<file path="src/rtl/systolic_mult_ctrl.sv">
`timescale 1ns/1ps
`default_nettype none
// ============================================================================
// Module      : systolic_mult_ctrl
// Description : Sequencer for a bit-serial systolic multiplier array.
//               Accepts an operand pair on a valid/ready port, holds the
//               multiplier word, shifts the multiplicand in LSB-first,
//               deserialises the 2*W-bit product and drains the array
//               (which has no reset) with all-zero drive between operations.
// Revision    : 1.0 - initial release
// ============================================================================
module systolic_mult_ctrl #(
    parameter int p_WORD_WIDTH = 4,
    parameter int p_LATENCY    = 1,
    parameter int p_FLUSH      = 8
) (
    input  logic                      i_CLK,
    input  logic                      i_RST_N,
    input  logic                      i_VALID,
    output logic                      o_READY,
    input  logic [p_WORD_WIDTH-1:0]   i_OP_A,
    input  logic [p_WORD_WIDTH-1:0]   i_OP_B,
    output logic                      o_VALID,
    input  logic                      i_READY,
    output logic [2*p_WORD_WIDTH-1:0] o_PRODUCT,
    output logic [p_WORD_WIDTH-1:0]   o_MULTIPLIER,
    output logic                      o_MULTIPLICAND,
    input  logic                      i_MULT_OUT
);

    localparam int c_PROD_W  = 2 * p_WORD_WIDTH;
    localparam int c_RUN_LEN = c_PROD_W + p_LATENCY;
    localparam int c_CNT_MAX = (c_RUN_LEN > p_FLUSH) ? c_RUN_LEN : p_FLUSH;
    localparam int c_CNT_W   = $clog2(c_CNT_MAX + 1);

    localparam logic [c_CNT_W-1:0] c_RUN_LAST   = c_CNT_W'(c_RUN_LEN - 1);
    localparam logic [c_CNT_W-1:0] c_FLUSH_LAST = c_CNT_W'(p_FLUSH - 1);
    localparam logic [c_CNT_W-1:0] c_LAT        = c_CNT_W'(p_LATENCY);
    localparam logic [c_CNT_W-1:0] c_WORD       = c_CNT_W'(p_WORD_WIDTH);

    localparam logic [1:0] c_S_FLUSH = 2'd0;
    localparam logic [1:0] c_S_IDLE  = 2'd1;
    localparam logic [1:0] c_S_RUN   = 2'd2;
    localparam logic [1:0] c_S_DONE  = 2'd3;

    logic [1:0]              state_q, state_d;
    logic [c_CNT_W-1:0]      cnt_q, cnt_d;
    logic                    post_q, post_d;   // flush follows a multiply -> exit to DONE
    logic [p_WORD_WIDTH-1:0] a_q, b_q;
    logic [c_PROD_W-1:0]     prod_q;

    logic [p_WORD_WIDTH-1:0] w_a_shift;
    logic [c_CNT_W-1:0]      w_pidx;
    logic [c_PROD_W-1:0]     w_pmask;

    // State register: sequencing state, shared counter and post-op flag
    always_ff @(posedge i_CLK) begin
        if (!i_RST_N) begin
            state_q <= c_S_FLUSH;
            cnt_q   <= '0;
            post_q  <= 1'b0;
        end else begin
            state_q <= state_d;
            cnt_q   <= cnt_d;
            post_q  <= post_d;
        end
    end

    // Next-state logic: FLUSH -> IDLE -> RUN -> FLUSH(post) -> DONE -> IDLE
    always_comb begin
        state_d = state_q;
        cnt_d   = cnt_q;
        post_d  = post_q;
        case (state_q)
            c_S_FLUSH: begin
                if (cnt_q == c_FLUSH_LAST) begin
                    state_d = post_q ? c_S_DONE : c_S_IDLE;
                    cnt_d   = '0;
                    post_d  = 1'b0;
                end else begin
                    cnt_d = cnt_q + c_CNT_W'(1);
                end
            end
            c_S_IDLE: begin
                if (i_VALID) begin
                    state_d = c_S_RUN;
                    cnt_d   = '0;
                end
            end
            c_S_RUN: begin
                if (cnt_q == c_RUN_LAST) begin
                    state_d = c_S_FLUSH;
                    cnt_d   = '0;
                    post_d  = 1'b1;
                end else begin
                    cnt_d = cnt_q + c_CNT_W'(1);
                end
            end
            c_S_DONE: begin
                if (i_READY) begin
                    state_d = c_S_IDLE;
                end
            end
            default: begin
                state_d = c_S_FLUSH;
                cnt_d   = '0;
                post_d  = 1'b0;
            end
        endcase
    end

    // Output decode: handshakes and array drive; array sees zeros outside RUN
    always_comb begin
        w_a_shift      = a_q >> cnt_q;
        o_READY        = (state_q == c_S_IDLE);
        o_VALID        = (state_q == c_S_DONE);
        o_MULTIPLIER   = (state_q == c_S_RUN) ? b_q : '0;
        o_MULTIPLICAND = (state_q == c_S_RUN) && (cnt_q < c_WORD) ? w_a_shift[0] : 1'b0;
    end

    // Product bit position for the serial bit arriving this cycle
    always_comb begin
        w_pidx  = cnt_q - c_LAT;
        w_pmask = {{(c_PROD_W-1){1'b0}}, 1'b1} << w_pidx;
    end

    // Datapath: latch operands at acceptance, deserialise product during RUN only
    always_ff @(posedge i_CLK) begin
        if (!i_RST_N) begin
            a_q    <= '0;
            b_q    <= '0;
            prod_q <= '0;
        end else begin
            if ((state_q == c_S_IDLE) && i_VALID) begin
                a_q <= i_OP_A;
                b_q <= i_OP_B;
            end
            if ((state_q == c_S_RUN) && (cnt_q >= c_LAT)) begin
                prod_q <= (prod_q & ~w_pmask) | (i_MULT_OUT ? w_pmask : '0);
            end
        end
    end

    assign o_PRODUCT = prod_q;

endmodule
`default_nettype wire

</file>
<file path="config.mk">
export PLATFORM = sky130hd
export DESIGN_NAME = systolic_mult_ctrl
export DESIGN_NICKNAME = d
export VERILOG_FILES = /design/src/rtl/systolic_mult_ctrl.sv
export SDC_FILE = /design/constraint.sdc
export NUM_CORES = 1
export LEC_CHECK = 0
export BUFFER_PORTS_ARGS = -buffer_cell sky130_fd_sc_hd__buf_2
export CAP_MARGIN = 0
export CORE_MARGIN = 2
export CORE_UTILIZATION = 54
export CTS_CLUSTER_DIAMETER = 30
export DETAILED_ROUTE_END_ITERATION = 8
export PLACE_DENSITY = 0.79
export SYNTH_ARGS = -nofsm -noshare
export SYNTH_HDL_FRONTEND = slang
export SYNTH_SLANG_ARGS = --single-unit
</file>
<file path="constraint.sdc">
create_clock -name i_CLK -period 2.39 [get_ports i_CLK]
set_input_delay 0.239 -clock i_CLK [delete_from_list [all_inputs] [get_ports i_CLK]]
set_output_delay 0.239 -clock i_CLK [all_outputs]
set_load 0.01 [all_outputs]
</file>
; Word-level counts from Yosys, hierarchy flattened
; Index checks and enable logic that the tools add are counted.
[totals]
regBits = 23
output_inout_bits = 15
[op_classes]
add_sub_neg = 2
magnitude_cmp = 2
n_eq_ne = 9
n_shift = 2
muxes = 16
bitwise = 3
reduce_logical = 9
[ops]
columns = operator, n
row1 = 4-bit two-way mux, 4
row2 = 4-bit one-hot mux with 3 select lines, 1
row3 = 2-bit two-way mux, 5
row4 = 8-bit bitwise AND, 1
row5 = 8-bit two-way mux, 1
row6 = 8-bit inverter, 1
row7 = 8-bit bitwise OR, 1
row8 = 2-bit one-hot mux with 4 select lines, 1
row9 = "1-bit by 4-bit left shift with 8-bit output, first input constant", 1
row10 = "2-bit != test, second input constant", 3
row11 = "4-bit by 1-bit adder with 4-bit output, second input constant", 1
row12 = "2-bit equality test, second input constant", 2
row13 = "4-bit by 3-bit equality test with 1-bit output, second input constant", 1
row14 = "4-bit equality test, second input constant", 1
row15 = "4-bit by 1-bit >= comparator with 1-bit output, second input constant", 1
row16 = "4-bit by 3-bit < comparator with 1-bit output, second input constant", 1
row17 = 4-bit AND reduction, 1
row18 = 4-bit by 4-bit right shift with 1-bit output, 1
row19 = "4-bit by 1-bit subtractor with 4-bit output, second input constant", 1
row20 = 1-bit logical AND, 3
row21 = 1-bit two-way mux, 3
row22 = 3-bit AND reduction, 1
row23 = 3-bit nonzero test, 1
row24 = "2-bit by 1-bit equality test with 1-bit output, second input constant", 1
row25 = other kinds (5), 5

; Longest topological paths before layout
; Gate-level depths: netlist of the first run.
[depth]
depth_word = 5
mapped_depth = 8
mapped_depth_nobuf = 6

; Least setup slack after synthesis of the first run
; Ideal clock, no wire load.
[synth_path]
path_type = register to register
start = register cnt_q[0]
end = register with a tool-made name
setup_time_ps = 72
arrival_time_ps = 1605
setup_slack_ps = 713
stages_incl_launch_ff = 9
path_buffers = 2
synth_period_minus_slack_ps = 1677
path_cell_list = dfxtp_1 buf_2 inv_1 ha_1 clkbuf_1 and4bb_2 nand2_1 o21ai_0 mux2i_1
[synth_rtl]
columns = item, line
row1 = "start, declared", 47  ; logic [c_CNT_W-1:0] cnt_q, cnt_d;
row2 = "start signal, assigned", 64  ; cnt_q <= cnt_d;

; Final worst setup path of the first run
[layout_path]
start = register state_q[0]
end = output o_MULTIPLICAND
[layout_between]
elab_chain_cells = 3
[layout_rtl]
columns = item, line
row1 = "start, declared", 46  ; logic [1:0] state_q, state_d;
row2 = "start signal, assigned", 59  ; state_q <= c_S_FLUSH;
row3 = "start signal, assigned", 63  ; state_q <= state_d;
row4 = 2-bit equality test, 118  ; o_MULTIPLICAND = (state_q == c_S_RUN) && (cnt_q < c_WORD) ? w_a_shift[0] : 1'b0;
row5 = 1-bit logical AND, 118
row6 = 1-bit two-way mux, 118
row7 = "end, declared", 27  ; output logic o_MULTIPLICAND,
; Every way passes these cells.

==> flow_summary.yaml, run 1 <==
run_status:
  status: "complete, no violations"
floorplanning:
  dieArea_um2: 3010
  start_util_pct: 56.8
  die_w_um: 54.8
  rows: 18
  fp.dieH_um: 54.8
  io_pins: 28
  coreArea_um2: 2450
pwr:
  p_sw_share_pct: 43.0
  power.density_nw_per_um2: 852
  irDropWorstVdd_uv: 638
  clockPowerShare_pct: 14.8
  combPwrFrac_pct: 45.7
  p_int_uw: 747
  seq_power_share_pct: 39.5
  p_switching_uw: 564
  p_leak_uw: 0.000674
hold_path:
  hold_class: "in2reg"
  min_delay_worst_endpoint: "b_q[2]$_SDFFE_PN0P_"
  min_from: "i_OP_B[2]"
  hold_path_depth: 3
grt:
  use_met2_pct: 37.9
  grt_max_degree: 25
  met1_usage_pct: 28.9
  grt_use_met3_pct: 2.46
  grt_first_pass_wirelength_um: 4920
  grt.busiest_layer: "met2"
  grt_use_total_pct: 22.8
  grt_overflow: 0
  grt_pass1_vias: 1075
  antenna_found_initial: 0
route:
  wl_per_cell_um: 14.3
  drt_iter0_markers: 26
  finalWirelength_um: 3050
  drc: 0
  dr_total_vias: 1211
  dr.pass1.iters: 4
  avgViaCountPerCell: 5.69
  detail-route-antenna-nets: 0
cells_and_area:
  layout-drive-gt1-share_pct: 21.3
  nets: 209
  n_antenna_cell: 0
  multi_input_area_um2: 855
  layout_commonest_cell: "nand2_1"
  regArea_um2: 460
  syn_to_final_growth_pct: 10.2
  fillCellCount: 229
  final_area_um2: 1540
  fin_cells: 213
  final_cell_mix: "nand2_1 (30), buf_2 (27), dfxtp_1 (23)"
synthesis:
  ys_async_sr_fraction_pct: 0
  synth-edff-count: 0
  synthFlopType: "dfxtp_1"
  yosysSeqAreaShare_pct: 33.0
  yosysWarningCount: 0
  yosysUniqueCellTypes: 38
  ys_seq_elements: 23
  syn_inst: 160
  avgSynthCellArea_um2: 8.72
  netlist_area_um2: 1400
  syn_nets: 185
clock_tree:
  cts_tree: "built"
  ctsHoldBuffers: 0
  cts_setup_buffers: 0
  clk_path_buf_depth: 2
  clkSinkCount: 23
  cts-root-buf: "clkbuf_4"
  clock_latency_ns: 0.33
  ctsResizeCount: 0
  htreeDepth: 1
  path_clk_slew_ns: 0.13
  cts_buffers: 3
sta:
  fin_ws_ns: 0.294
  tightest_slew_ns: 0.413
  fmax_mhz: 477
  report.final.setup_viol: 0
  rsz0062_at_grt: "no"
  layout_min_cycle_time_ns: 2.10
  final_max_slew_viol_count: 0
  slew_headroom_pct: 72.4
  min_period_over_period_pct: 87.7
  finalHoldViolations: 0
  fin_skew_ns: 0.00410
  final.setup.tns_ns: 0
critical_path:
  worstRegToRegCells: 6
  crit_path_start_kind: "flip-flop"
  r2r_start: "state_q[1]$_SDFFE_PN0P_"
  slowest_stage: "dfxtp_1"
  r2r_end: "cnt_q[0]$_SDFFE_PN0P_"
  critPathRequiredTime_ns: 2.15
  crit_path_max_incr_delay_ns: 0.45
  critPathBufInv: 2
  path_cells: "inv_1 > ha_1 > and2b_2 > and3b_1 > buf_2"
  reg2reg_slack_ns: 0.41
  critical-path-top-delay-family: "simple AND/OR/NAND/NOR gates"
  end_kind: "primary output"
  cp_data_arrival_time_ns: 1.86
  cp_max_fo: 10
  worstSetupPathType: "reg2out"
run:
  maxCapViolCount: 0
placed_design:
  hpwl_um: 2230
  portBuffers: 27
  placed_cells: 209
  pre_cts_slack_ns: 0.470
  placed_area_um2: 1510
  gp_congestion: 0.924
==> how the worst max path moves through the flow <==
stage / endpoint / cells after the start / start / slack, ns
floorplan: flip-flop / 8 / cnt_q[0]$_SDFFE_PN0P_ / 0.71
global placement: cnt_q[3]$_SDFFE_PN0P_ / 6 / state_q[1]$_SDFFE_PN0P_ / 0.59
detailed placement: cnt_q[0]$_SDFFE_PN0P_ / 6 / state_q[1]$_SDFFE_PN0P_ / 0.47
CTS: o_MULTIPLICAND / 5 / state_q[0]$_SDFFE_PN0P_ / 0.31
global route: o_MULTIPLICAND / 5 / state_q[0]$_SDFFE_PN0P_ / 0.19
finish: o_MULTIPLICAND / 5 / state_q[0]$_SDFFE_PN0P_ / 0.29
==> cells in the mapped netlist (2+ instances only) <==
| library cell | number | area share (%) |
|---|---|---|
| o21ai_0 | 13 | 4.7 |
| clkbuf_1 | 4 | 1.1 |
| a21oi_1 | 2 | 0.72 |
| nor2b_1 | 2 | 0.90 |
| nor3_1 | 2 | 0.72 |
| ha_1 | 12 | 11 |
| nor2_1 | 2 | 0.54 |
| and2_1 | 5 | 2.2 |
| mux2i_1 | 10 | 7.2 |
| nand2_1 | 30 | 8.1 |
| inv_1 | 6 | 1.6 |
| a21boi_0 | 10 | 5.4 |
| o211ai_1 | 2 | 1.1 |
| nand3_1 | 13 | 4.7 |
| o221a_2 | 2 | 1.6 |
| dfxtp_1 | 23 | 33 |
==> through the flow <==
stage               total power [uW]  util [%]  hold WS, ns
detailed placement              1110      61.5        0.458
global placement                1070      61.5        0.443
CTS                             1310      62.6        0.149
floorplan                        963         -        0.390
finish                          1310      62.6        0.149
global route                    1390      62.6        0.148
==> layout make-up <==
class                   instances  area share [%]
clock buffers                   3            1.46
clock inverters                 1           0.325
inverters                       6            1.46
multi-input cells             123            55.6
flip-flops and latches         23            29.9
well taps                      30            2.44
repair buffers                 27            8.79
==> metal layers <==
| layer | vias to the layer above | wire [um] |
|---|---|---|
| met5 | - | 0 |
| met4 | 0 | 67 |
| met3 | 7 | 124 |
| met2 | 42 | 1490 |
| met1 | 557 | 1360 |
| li1 | 605 | - |
==> tightest hold or removal path: cells and delay by family <==
kind	cells	cell delay, ns
AND/OR/NAND/NOR	1	0.05
buffers and inverters	1	0.10
AO/OA/AOI/OAI	1	0.06
==> cells by family after synthesis <==
family	count (synthesis)	share of synthesized area (%)
AOI/OAI and AO/OA	33	15.9
and+or+nand+nor	67	25.8
DFF	23	33.0
buffers and inverters	14	5.74
adders and majority gates	12	10.8
muxes	11	8.79
==> power groups by stage <==
stage | combinational [uW] | clock [uW] | sequential (uW)
5_1_grt | 655 | 203 | 529
3_5_place_dp | 586 | 0 | 525
4_1_cts | 594 | 198 | 515
3_3_place_gp | 557 | 0 | 513
2_1_floorplan | 478 | 0 | 485
6_report | 598 | 194 | 518
(Power assumes the default switching activity.)
==> run 2, diff against run 1 <==
- ABC_AREA: default -> 1
- CORE_UTILIZATION: 54 -> 53
- CTS_BUF_LIST: default -> sky130_fd_sc_hd__clkbuf_16
- PLACE_DENSITY: 0.79 -> 0.78
- TNS_END_PERCENT: default -> 5
==> flow_summary.yaml, run 2 <==
route:
  wl_per_cell_um: 10.1
  finalWirelength_um: 2580
  dr.pass1.iters: 4
  detail-route-antenna-nets: 0
  drc: 0
  drt_iter0_markers: 12
  dr_total_vias: 1282
  avgViaCountPerCell: 5.05
synthesis:
  synthFlopType: "dfxtp_1"
  yosysUniqueCellTypes: 18
  syn_inst: 197
  ys_async_sr_fraction_pct: 0
  syn_nets: 222
  synth_top_cells_by_count: "nor2_1 (44), nand2_1 (41), nand3_1 (24)"
  yosys.area.top_type: "dfxtp_1"
  synth_most_common_cell: "nor2_1"
  yosysWarningCount: 0
  netlist.area_leader.share_pct: 34.7
  synth_area_leaders: "dfxtp_1 (35%), nor2_1 (12%), nand2_1 (12%)"
  netlist_area_um2: 1330
  avgSynthCellArea_um2: 6.73
  ys_seq_elements: 23
  synth-edff-count: 0
  yosysSeqAreaShare_pct: 34.7
hold_path:
  hold_path_depth: 3
  hold_class: "in2reg"
  min_from: "i_OP_A[3]"
  min_delay_worst_endpoint: "a_q[3]$_SDFFE_PN0P_"
sta:
  slew_headroom_pct: 75.1
  report.final.setup_viol: 0
  layout_min_cycle_time_ns: 1.82
  tightest_slew_ns: 0.373
  min_period_over_period_pct: 76.0
  fmax_mhz: 551
  whs_ns: 0.225
  final.setup.tns_ns: 0
  finalHoldViolations: 0
  rsz0062_at_grt: "no"
  fin_skew_ns: 0.00163
  final_max_slew_viol_count: 0
clock_tree:
  cts_setup_buffers: 0
  ctsHoldBuffers: 0
  clk_path_buf_depth: 2
  htreeDepth: 1
  cts_buffers: 3
  cts-root-buf: "clkbuf_16"
  path_clk_slew_ns: 0.06
  ctsResizeCount: 0
  clkSinkCount: 23
  clock_latency_ns: 0.26
  cts_tree: "built"
grt:
  grt_first_pass_wirelength_um: 4260
  grt_overflow: 0
  antenna_found_initial: 0
  grt_max_degree: 22
  grt_use_total_pct: 19.6
  grt_pass1_vias: 994
cells_and_area:
  syn_to_final_growth_pct: 16.7
  final_cell_mix: "nor2_1 (44), nand2_1 (41), buf_2 (27)"
  layout_commonest_cell: "nor2_1"
  nets: 250
  final_area_um2: 1550
  layout-drive-gt1-share_pct: 16.1
  n_antenna_cell: 0
floorplanning:
  die_w_um: 54.0
  start_util_pct: 54.5
  rows: 18
  fp.dieH_um: 54.0
  io_pins: 28
  dieArea_um2: 2920
  coreArea_um2: 2430
critical_path:
  reg2reg_slack_ns: 0.60
  end_kind: "primary output"
  worstSetupPathType: "reg2out"
  crit_path_start_kind: "flip-flop"
  cp_max_fo: 9
  cp_data_arrival_time_ns: 1.58
  r2r_start: "cnt_q[0]$_SDFFE_PN0P_"
  critPathRequiredTime_ns: 2.15
  worstRegToRegCells: 10
pwr:
  p_leak_uw: 0.000777
  irDropWorstVdd_uv: 753
  power.density_nw_per_um2: 985
run_status:
  status: "complete, no violations"
placed_design:
  hpwl_um: 1920
  placed_area_um2: 1470
  gp_congestion: 0.850
  portBuffers: 27
run:
  maxCapViolCount: 0
## run 2: how the worst max path moves through the flow
stage / slack [ns] / endpoint / startpoint
finish: 0.57 / o_MULTIPLICAND / state_q[0]$_SDFFE_PN0P_
floorplan: 0.91 / flip-flop / cnt_q[0]$_SDFFE_PN0P_
global placement: 0.68 / flip-flop / cnt_q[0]$_SDFFE_PN0P_
global route: 0.45 / flip-flop / cnt_q[0]$_SDFFE_PN0P_
CTS: 0.59 / o_MULTIPLICAND / state_q[0]$_SDFFE_PN0P_
detailed placement: 0.63 / flip-flop / cnt_q[0]$_SDFFE_PN0P_
## run 2: metal layers
metal / wire length, um / vias up / track usage, % / part of all wire (%)
met4: 12 / 0 / 1.25 / 0.47
met1: 1330 / 576 / 26.7 / 51
li1: - / 680 / - / -
met3: 107 / 2 / 5.83 / 4.2
met5: 0 / - / 0 / 0
met2: 1130 / 24 / 31.9 / 44
## run 2: power breakdown
part           internal (uW)  leakage (uW)  switching [uW]
Combinational            219      0.000553             421
Clock                    227     0.0000371             147
Sequential               446      0.000187            64.6
Total                    892      0.000777             633
## run 2: cell families after synthesis
group	count (synthesis)	share of synthesized area [%]
buffers and inverters	24	8.21
DFF	23	34.7
xor gates and xnor gates	2	1.32
adders and majority gates	12	11.3
AOI/OAI and AO/OA	24	9.53
muxes	1	0.849
and+or+nand+nor	111	34.1
## run 2: metrics by stage
stage                     util [%]  std cells  total power (uW)  setup slack, ns
after detailed placement      60.2        250              1150            0.635
after floorplan                  -        197              1050            0.907
after global routing          63.6        254              1650            0.452
after CTS                     63.6        254              1530            0.592
after global placement        60.2        250              1150            0.681
final                         63.6        254              1520            0.574
## run 2: final cells by class
| cell class | count | area [um^2] |
|---|---|---|
| Timing Repair Buffer | 27 | 135 |
| Clock inverter | 1 | 7.51 |
| Inverter | 20 | 75.1 |
| Fill cell | 239 | 885 |
| Sequential cell | 23 | 460 |
| Tap cell | 30 | 37.5 |
| Clock buffer | 3 | 75.1 |
| Multi-Input combinational cell | 150 | 757 |
## run 2: worst max-delay path, cell delays in order, from the launching register on
cell	delay (ns)
dfxtp_1	0.34
inv_1	0.14
ha_1	0.40
nand3_1	0.12
a21oi_1	0.16
buf_2	0.15
